**config.mk**
```make
export PLATFORM = sky130hd
export DESIGN_NAME = pipe_stage_reg
export DESIGN_NICKNAME = d
export VERILOG_FILES = /design/src/rtl/pipe_pkg.sv /design/src/rtl/pipe_entry_reg.sv /design/src/rtl/pipe_stage_reg.sv
export SDC_FILE = /design/constraint.sdc
export NUM_CORES = 1
export LEC_CHECK = 0
export BUFFER_PORTS_ARGS = -buffer_cell sky130_fd_sc_hd__buf_2
export CORE_ASPECT_RATIO = 1.75
export CORE_MARGIN = 2
export CORE_UTILIZATION = 48
export DETAILED_ROUTE_END_ITERATION = 8
export PLACE_DENSITY = 0.84
export SLEW_MARGIN = 20
export SYNTH_ARGS = -nofsm -noshare
export SYNTH_HDL_FRONTEND = slang
export SYNTH_SLANG_ARGS = --single-unit
```
**constraint.sdc**
```tcl
create_clock -name clk -period 2.6 [get_ports clk]
set_input_delay 0 -clock clk [delete_from_list [all_inputs] [get_ports clk]]
set_output_delay 0 -clock clk [all_outputs]
set_load 0.005 [all_outputs]
```
**src/rtl/pipe_pkg.sv**
```systemverilog
// Shared types and constants for the pipeline stage register and its entry flops.
// The skid buffer is selected with the PIPE_STAGE_SKID_EN macro.
package pipe_pkg;

    localparam int unsigned DATA_W_DEF = 32;
    localparam int unsigned CTRL_W_DEF = 5;
    localparam int unsigned TAG_W_DEF  = 5;

    // Bit positions inside the control bundle
    localparam int unsigned CTRL_REG_WRITE  = 4;
    localparam int unsigned CTRL_MEM_TO_REG = 3;
    localparam int unsigned CTRL_BRANCH     = 2;
    localparam int unsigned CTRL_MEM_READ   = 1;
    localparam int unsigned CTRL_MEM_WRITE  = 0;

    // Encoding equals the number of held entries
    typedef enum logic [1:0] {
        EMPTY = 2'd0,
        ONE   = 2'd1,
        FULL  = 2'd2
    } state_e;

endpackage

```
**src/rtl/pipe_entry_reg.sv**
```systemverilog
// One payload+valid holding register; clear kills valid and ctrl, data/tag hold.
module pipe_entry_reg #(
    parameter int unsigned DATA_W = 32,
    parameter int unsigned CTRL_W = 5,
    parameter int unsigned TAG_W  = 5
) (
    input  logic              clk,
    input  logic              reset,
    input  logic              load,
    input  logic              clr,
    input  logic [CTRL_W-1:0] d_ctrl,
    input  logic [DATA_W-1:0] d_data,
    input  logic [TAG_W-1:0]  d_tag,
    output logic              q_valid,
    output logic [CTRL_W-1:0] q_ctrl,
    output logic [DATA_W-1:0] q_data,
    output logic [TAG_W-1:0]  q_tag
);

    logic              valid_q, valid_d;
    logic [CTRL_W-1:0] ctrl_q, ctrl_d;
    logic [DATA_W-1:0] data_q, data_d;
    logic [TAG_W-1:0]  tag_q, tag_d;

    // Clear wins over load so a killed slot always reads as a NOP
    always_comb begin
        valid_d = valid_q;
        ctrl_d  = ctrl_q;
        data_d  = data_q;
        tag_d   = tag_q;
        if (clr) begin
            valid_d = 1'b0;
            ctrl_d  = '0;
        end else if (load) begin
            valid_d = 1'b1;
            ctrl_d  = d_ctrl;
            data_d  = d_data;
            tag_d   = d_tag;
        end
    end

    always_ff @(posedge clk or negedge reset) begin
        if (!reset) begin
            valid_q <= 1'b0;
            ctrl_q  <= '0;
            data_q  <= '0;
            tag_q   <= '0;
        end else begin
            valid_q <= valid_d;
            ctrl_q  <= ctrl_d;
            data_q  <= data_d;
            tag_q   <= tag_d;
        end
    end

    assign q_valid = valid_q;
    assign q_ctrl  = ctrl_q;
    assign q_data  = data_q;
    assign q_tag   = tag_q;

endmodule

```
**src/rtl/pipe_stage_reg.sv**
```systemverilog
// Valid/ready pipeline stage register with flush; PIPE_STAGE_SKID_EN adds a
// second (skid) entry for full throughput under back-pressure.
module pipe_stage_reg
    import pipe_pkg::*;
#(
    parameter int unsigned DATA_W = DATA_W_DEF,
    parameter int unsigned CTRL_W = CTRL_W_DEF,
    parameter int unsigned TAG_W  = TAG_W_DEF
) (
    input  logic              clk,
    input  logic              reset,
    input  logic              in_valid,
    output logic              in_ready,
    input  logic [CTRL_W-1:0] in_ctrl,
    input  logic [DATA_W-1:0] in_data,
    input  logic [TAG_W-1:0]  in_tag,
    input  logic              flush,
    output logic              out_valid,
    input  logic              out_ready,
    output logic [CTRL_W-1:0] out_ctrl,
    output logic [DATA_W-1:0] out_data,
    output logic [TAG_W-1:0]  out_tag,
    output logic [1:0]        occupancy
);

    state_e            state_q, state_d;
    logic              in_xfer, out_xfer;
    logic              load_main, clr_main;
    logic [CTRL_W-1:0] main_ctrl_d;
    logic [DATA_W-1:0] main_data_d;
    logic [TAG_W-1:0]  main_tag_d;

`ifdef PIPE_STAGE_SKID_EN
    logic              sel_skid, load_skid, clr_skid;
    logic              skid_valid;
    logic [CTRL_W-1:0] skid_ctrl;
    logic [DATA_W-1:0] skid_data;
    logic [TAG_W-1:0]  skid_tag;

    // Skid entry is valid exactly when the stage is FULL
    assign in_ready    = reset && !skid_valid;
    assign main_ctrl_d = sel_skid ? skid_ctrl : in_ctrl;
    assign main_data_d = sel_skid ? skid_data : in_data;
    assign main_tag_d  = sel_skid ? skid_tag  : in_tag;
`else
    assign in_ready    = reset && (out_ready || !out_valid);
    assign main_ctrl_d = in_ctrl;
    assign main_data_d = in_data;
    assign main_tag_d  = in_tag;
`endif

    assign in_xfer  = in_valid && in_ready && !flush;
    assign out_xfer = out_valid && out_ready && !flush;

    always_ff @(posedge clk or negedge reset) begin
        if (!reset) state_q <= EMPTY;
        else        state_q <= state_d;
    end

    // Next state and entry load/clear controls; flush overrides everything
    always_comb begin
        state_d   = state_q;
        load_main = 1'b0;
        clr_main  = 1'b0;
`ifdef PIPE_STAGE_SKID_EN
        sel_skid  = 1'b0;
        load_skid = 1'b0;
        clr_skid  = 1'b0;
`endif
        if (flush) begin
            state_d  = EMPTY;
            clr_main = 1'b1;
`ifdef PIPE_STAGE_SKID_EN
            clr_skid = 1'b1;
`endif
        end else begin
            case (state_q)
                EMPTY: begin
                    if (in_xfer) begin
                        load_main = 1'b1;
                        state_d   = ONE;
                    end
                end
                ONE: begin
                    if (in_xfer && out_xfer) begin
                        load_main = 1'b1;
                    end else if (out_xfer) begin
                        clr_main = 1'b1;
                        state_d  = EMPTY;
`ifdef PIPE_STAGE_SKID_EN
                    end else if (in_xfer) begin
                        load_skid = 1'b1;
                        state_d   = FULL;
`endif
                    end
                end
`ifdef PIPE_STAGE_SKID_EN
                FULL: begin
                    if (out_xfer) begin
                        load_main = 1'b1;
                        sel_skid  = 1'b1;
                        clr_skid  = 1'b1;
                        state_d   = ONE;
                    end
                end
`endif
                default: state_d = EMPTY;
            endcase
        end
    end

    pipe_entry_reg #(
        .DATA_W (DATA_W),
        .CTRL_W (CTRL_W),
        .TAG_W  (TAG_W)
    ) u_main (
        .clk     (clk),
        .reset   (reset),
        .load    (load_main),
        .clr     (clr_main),
        .d_ctrl  (main_ctrl_d),
        .d_data  (main_data_d),
        .d_tag   (main_tag_d),
        .q_valid (out_valid),
        .q_ctrl  (out_ctrl),
        .q_data  (out_data),
        .q_tag   (out_tag)
    );

`ifdef PIPE_STAGE_SKID_EN
    pipe_entry_reg #(
        .DATA_W (DATA_W),
        .CTRL_W (CTRL_W),
        .TAG_W  (TAG_W)
    ) u_skid (
        .clk     (clk),
        .reset   (reset),
        .load    (load_skid),
        .clr     (clr_skid),
        .d_ctrl  (in_ctrl),
        .d_data  (in_data),
        .d_tag   (in_tag),
        .q_valid (skid_valid),
        .q_ctrl  (skid_ctrl),
        .q_data  (skid_data),
        .q_tag   (skid_tag)
    );
`endif

    assign occupancy = 2'(state_q);

endmodule

```
---- After elaboration in Yosys (flattened, before gate mapping) ----
Index checks and enable logic that the tools add are counted.
word-level totals
  word-level logic and storage cells ...... 40
  output and inout port bits .............. 46
  register bits after elaboration ......... 45
operators by class
  eq/ne operators ......................... 4
  reduce and logical (&&, ||, !) cells .... 13
  bitwise logic cells ..................... 1
  multiplexer cells ....................... 17
operators with widths
  kind                                                              number
  5-bit two-way mux                                                 2
  1-bit two-way mux                                                 9
  3-bit != test (second input constant)                             3
  2-bit two-way mux                                                 4
  1-bit logical AND                                                 6
  2-bit one-hot mux with 2 select lines                             1
  3-bit AND reduction                                               1
  2-bit by 1-bit == test with 1-bit output (second input constant)  1
  1-bit logical NOT                                                 2
  2-bit logical NOT                                                 1
  1-bit one-hot mux with 2 select lines                             1
  2-bit AND reduction                                               1
  2-bit nonzero test                                                1
  1-bit logical OR                                                  1
  1-bit inverter                                                    1

---- Logic depth before layout (Yosys ltp) ----
  depth in word-level cells ............... 11
  depth in mapped cells ................... 5
  gate-level depth less buffers ........... 3

---- Modules after synthesis ----
From an unflattened synthesis, not the netlist that was laid out.
second synthesis, totals
  cells, all modules ...................... 110
  area total of the unflattened synthesis .. 1,880.6 um2
modules (own cells, without submodules)
  module          instances  seq. area each (um2)  area an instance (um2)  cells an instance
  pipe_entry_reg  1          1,076.0               1,786.7                 98
  pipe_stage_reg  1          25.0                  93.8                    12

---- Least setup slack after synthesis ----
OpenSTA, ideal clock, no wires.
  path kind ............................... register to register
  start ................................... reg u_main.valid_q (netlist: u_main.q_valid)
  end ..................................... reg u_main.data_q[0] (netlist: u_main.q_data[0])
  stages on the path, launching flop included .. 6
  period minus slack after synthesis ...... 1.419 ns
  data arrival time ....................... 1.294 ns
  library setup time ...................... 0.125 ns
  setup slack ............................. 1.181 ns
  required time ........................... 2.475 ns
  cell sequence ........................... dfrtp_1 nand2b_1 and4b_1 buf_6 buf_6 mux2_4
between the ends
  cells in the longest elaborated chain, start to end .. 11
RTL lines
  item                               line                  RTL
  start: declaration                 pipe_entry_reg.sv:20  logic valid_q, valid_d;
  start signal: assignment           pipe_entry_reg.sv:49  valid_q <= valid_d;
  1-bit logical NOT                  pipe_stage_reg.sv:46  assign in_ready = reset && (out_ready || !out_valid);
  1-bit logical OR                   pipe_stage_reg.sv:46
  1-bit logical AND                  pipe_stage_reg.sv:46
  1-bit logical AND (2 in series)    pipe_stage_reg.sv:52  assign in_xfer = in_valid && in_ready && !flush;
  1-bit logical AND                  pipe_stage_reg.sv:85  if (in_xfer && out_xfer) begin
  1-bit two-way mux                  pipe_stage_reg.sv:85
  1-bit two-way mux                  pipe_stage_reg.sv:77  case (state_q)
  1-bit two-way mux                  pipe_stage_reg.sv:70  if (flush) begin
  1-bit inverter (no line)           -
  2-bit AND reduction (no line) (*)  -
  end signal: assignment             pipe_entry_reg.sv:51  data_q <= data_d;
  end: declaration                   pipe_entry_reg.sv:22  logic [DATA_W-1:0] data_q, data_d;
Every way passes the cells marked *; elsewhere a longest branch is shown, timed or not.
A chain may end at the register's enable or synchronous reset.

---- Worst setup path in the final report ----
  start ................................... reg u_main.valid_q (netlist: u_main.q_valid)
  end ..................................... reg u_main.data_q[31] (netlist: u_main.q_data[31])
The elaborated chain is that of the path after synthesis.

==> metrics.md <==
| Metric | Value |
|---|---|
| DRC | `0` |
| Crit-path max FO | `26` |
| GRT Util Overall | `approximately a quarter` |
| Peak VDD IR | `roughly 0.42 mV` |
| Syn Std Cell Area | `0.00185 mm2` |
| Pins over their slew limit | `0` |
| CP Cell Sequence | `nand2b_1, and4b_2, buf_4, mux2_4` |
| P_leak | `roughly 1.5 nW` |
| Beginning of the critical path | `u_main.q_valid` |
| Clock buffer depth | `2` |
| Iteration-0 DRC count of the detailed router | `9` |
| Post-Syn Instances | `~110` |
| Port Buffers | `91` |
| Pin count of the biggest net entering global routing | `47` |
| Max capacitance violation total | `0` |
| CTS sink count | `44` |
| Placeable Area | `0.00366 mm2` |
| Filler instances | `about 240` |
| Worst Max-Slew Pin Slew | `between 500 and 600 ps` |
| Wirelength per Cell | `roughly 16 um` |
| CP max-delay cell | `dfrtp_1` |
| TritonCTS clock tree | `built` |
| WP data required | `between 2000 and 3000 ps` |
| Starting Density | `50.5%` |
| Cell Pwr Density | `between 600 and 700 mW/mm2` |
| Final Hold Fails | `0` |
| Final min period | `~1600 ps` |
| Global-route wire length before repair | `7650 um` |
| CP startpoint kind | `flip-flop` |
| Post-place setup slack | `a little under 1000 ps` |
| Antenna-violating nets left | `0` |
| Tcrit/Tclk final | `a little over three fifths` |
| Clk slew on worst S/H paths | `approximately 80 ps` |
| Slowest stage delay, CP | `between 400 and 500 ps` |
| Worst Path Arrival | `approximately 1800 ps` |
| Mapped Nets | `155` |
| Buf/Inv on CP | `1` |
| # rows | `29` |
| Yosys synthesis warning count | `0` |
| Worst skew pair latency | `280 ps` |
| Crit path max-delay family | `flip-flops` |
| Die area | `0.00439 mm2` |
| Min-delay worst type | `in -> reg` |
| Vias in the first global route | `around 1600` |
| Htree depth | `2` |
| Post-route setup TNS | `0 ps` |
| Root cell of the clock tree | `clkbuf_8` |
| Max-slew headroom at the worst pin | `64.2%` |
| Routability cong. | `0.792` |
| CTS buffer count | `5` |
| Endpoints failing setup | `0` |
| RSZ-0062 raised after global routing | `false` |
| I/O pin cnt | `93` |
| Final wirelength | `roughly 4700 um` |
| Area delta synth->final | `56.1%` |
| Post-DP HPWL | `about 2800 um` |
| Hold Path Origin | `out_ready` |
| First-pass DRT Iterations | `4` |
| Worst reg2reg startpoint | `u_main.q_valid` |
| Antenna violations before repair | `1` |
| Avg Inst Size Synth | `approximately 17 um2` |
| Cell variety after synth | `19` |
| Nets | `approximately 300` |
| Die width | `a little over 50 um` |
| Outcome | `finished clean` |
| Achievable Freq | `slightly above 600 MHz` |
| Flops & latches, synth | `between 40 and 50` |
| Die height | `86.1 um` |
| Remaining global-route overflow | `0` |
| Crit Path Category | `reg -> reg` |
| Via-to-Cell Ratio | `4.92` |
| Ratio of cells with drive above 1 in the final layout | `a little under three fifths` |
| Crit path capture type | `flip-flop` |
| Via count | `about 1500` |
| PnR worst setup slack | `957 ps` |
| # Post-CTS Setup Buffers | `0` |
| Sequential area share after synthesis | `approximately three fifths` |
| Skew final | `approximately 5.4 ps` |
synthesized netlist by cell type (all sizes together):
master	number	area share, %
dfrtp	44	59
a21o	1	0.41
and4b	1	0.54
nand2b	2	0.68
inv	2	0.41
and2	1	0.34
nand2	1	0.20
a21oi	1	0.27
o211a	1	0.54
mux2	37	30
o21a	1	0.41
nor2	2	0.41
conb	1	0.20
a22o	5	2.4
a31oi	2	0.68
buf	6	3.4
registers in the layout (all words and copies together) (netlist names):
signal          count
u_main.q_valid      1
occupancy           1
u_main.q_data      32
u_main.q_ctrl       5
u_main.q_tag        5
cells by family after synthesis:
logic type / synth area share, %
AND/OR/NAND/NOR: 2.16
buffers and inverters: 3.85
AO/OA/AOI/OAI: 4.67
flip-flops: 59.5
other: 0.203
multiplexers: 29.6
worst reg2reg max path, stage by stage (launching register included):
cell and delay (ps):
dfrtp_1 410, nand2b_1 150, and4b_2 230, buf_4 390
mux2_4 350
what timing repair did:
| item | 4_1_cts | 5_1_grt |
|---|---|---|
| gates resized for setup | 0 | 0 |
| hold endpoints to repair | 88 | 0 |
| hold buffers | 44 | 0 |
metrics by stage:
| step | hold slack (ps) | utilization, % | power (mW) | cell area [um2] | std cells |
|---|---|---|---|---|---|
| 2_1_floorplan | -296 | - | 1.16 | 1850 | 108 |
| 3_3_place_gp | 126 | 63.4 | 1.37 | 2320 | 242 |
| 3_5_place_dp | 129 | 63.4 | 1.39 | 2320 | 242 |
| 4_1_cts | 22.5 | 78.7 | 1.99 | 2890 | 294 |
| 5_1_grt | 53.0 | 78.8 | 2.08 | 2890 | 295 |
| 6_report | 31.5 | 78.8 | 1.98 | 2890 | 295 |
where the power goes:
part / leakage, nW / total (mW) / switching, mW / internal [mW]
Sequential: 0.535 / 0.914 / 0.0853 / 0.829
Clock: 0.0614 / 0.536 / 0.221 / 0.314
Combinational: 0.894 / 0.528 / 0.177 / 0.351
Total: 1.49 / 1.98 / 0.483 / 1.49
cell type report:
cell class / count / area (um2) / area share [%]
well taps: 46 / 57.6 / 1.99
repair buffers: 138 / 918 / 31.8
multi-input cells: 56 / 679 / 23.5
clock inverters: 2 / 38.8 / 1.34
inverters: 2 / 7.51 / 0.260
diodes: 1 / 2.50 / 0.0867
flip-flops and latches: 44 / 1100 / 38.1
clock buffers: 6 / 82.6 / 2.86
layer usage:
layer | share of wire, % | track usage (%) | vias up
met3 | 4.0 | 4.70 | 10
met1 | 34 | 24.7 | 728
li1 | - | - | 656
met4 | 2.2 | 11.1 | 0
met5 | 0 | 0 | -
met2 | 60 | 43.7 | 58
worst paths after layout:
kind / to / slack [ps] / depth (start not counted)
setup / recovery: u_main.q_data[31] / 960 / 4
hold / removal: u_main.q_valid / 30 / 3
setup reg to reg: u_main.q_data[31] / 960 / 4
hold reg to reg: u_main.q_data[15] / 500 / 1
max in group asynchronous: u_main.q_data[18] / 1900 / 3
min in group asynchronous: u_main.q_valid / 340 / 3
placed cells by master (no fill, tap or decap), drive strengths merged, types with 2 or more instances in the layout:
| master | Yosys | layout |
|---|---|---|
| inv | 2 | 2 |
| dlygate4sd3 | 0 | 44 |
| a22o | 5 | 5 |
| nand2b | 2 | 2 |
| clkbuf | 0 | 6 |
| nor2 | 2 | 2 |
| dfrtp | 44 | 44 |
| a31oi | 2 | 2 |
| mux2 | 37 | 37 |
| buf | 6 | 94 |
(Power assumes the default switching activity.)
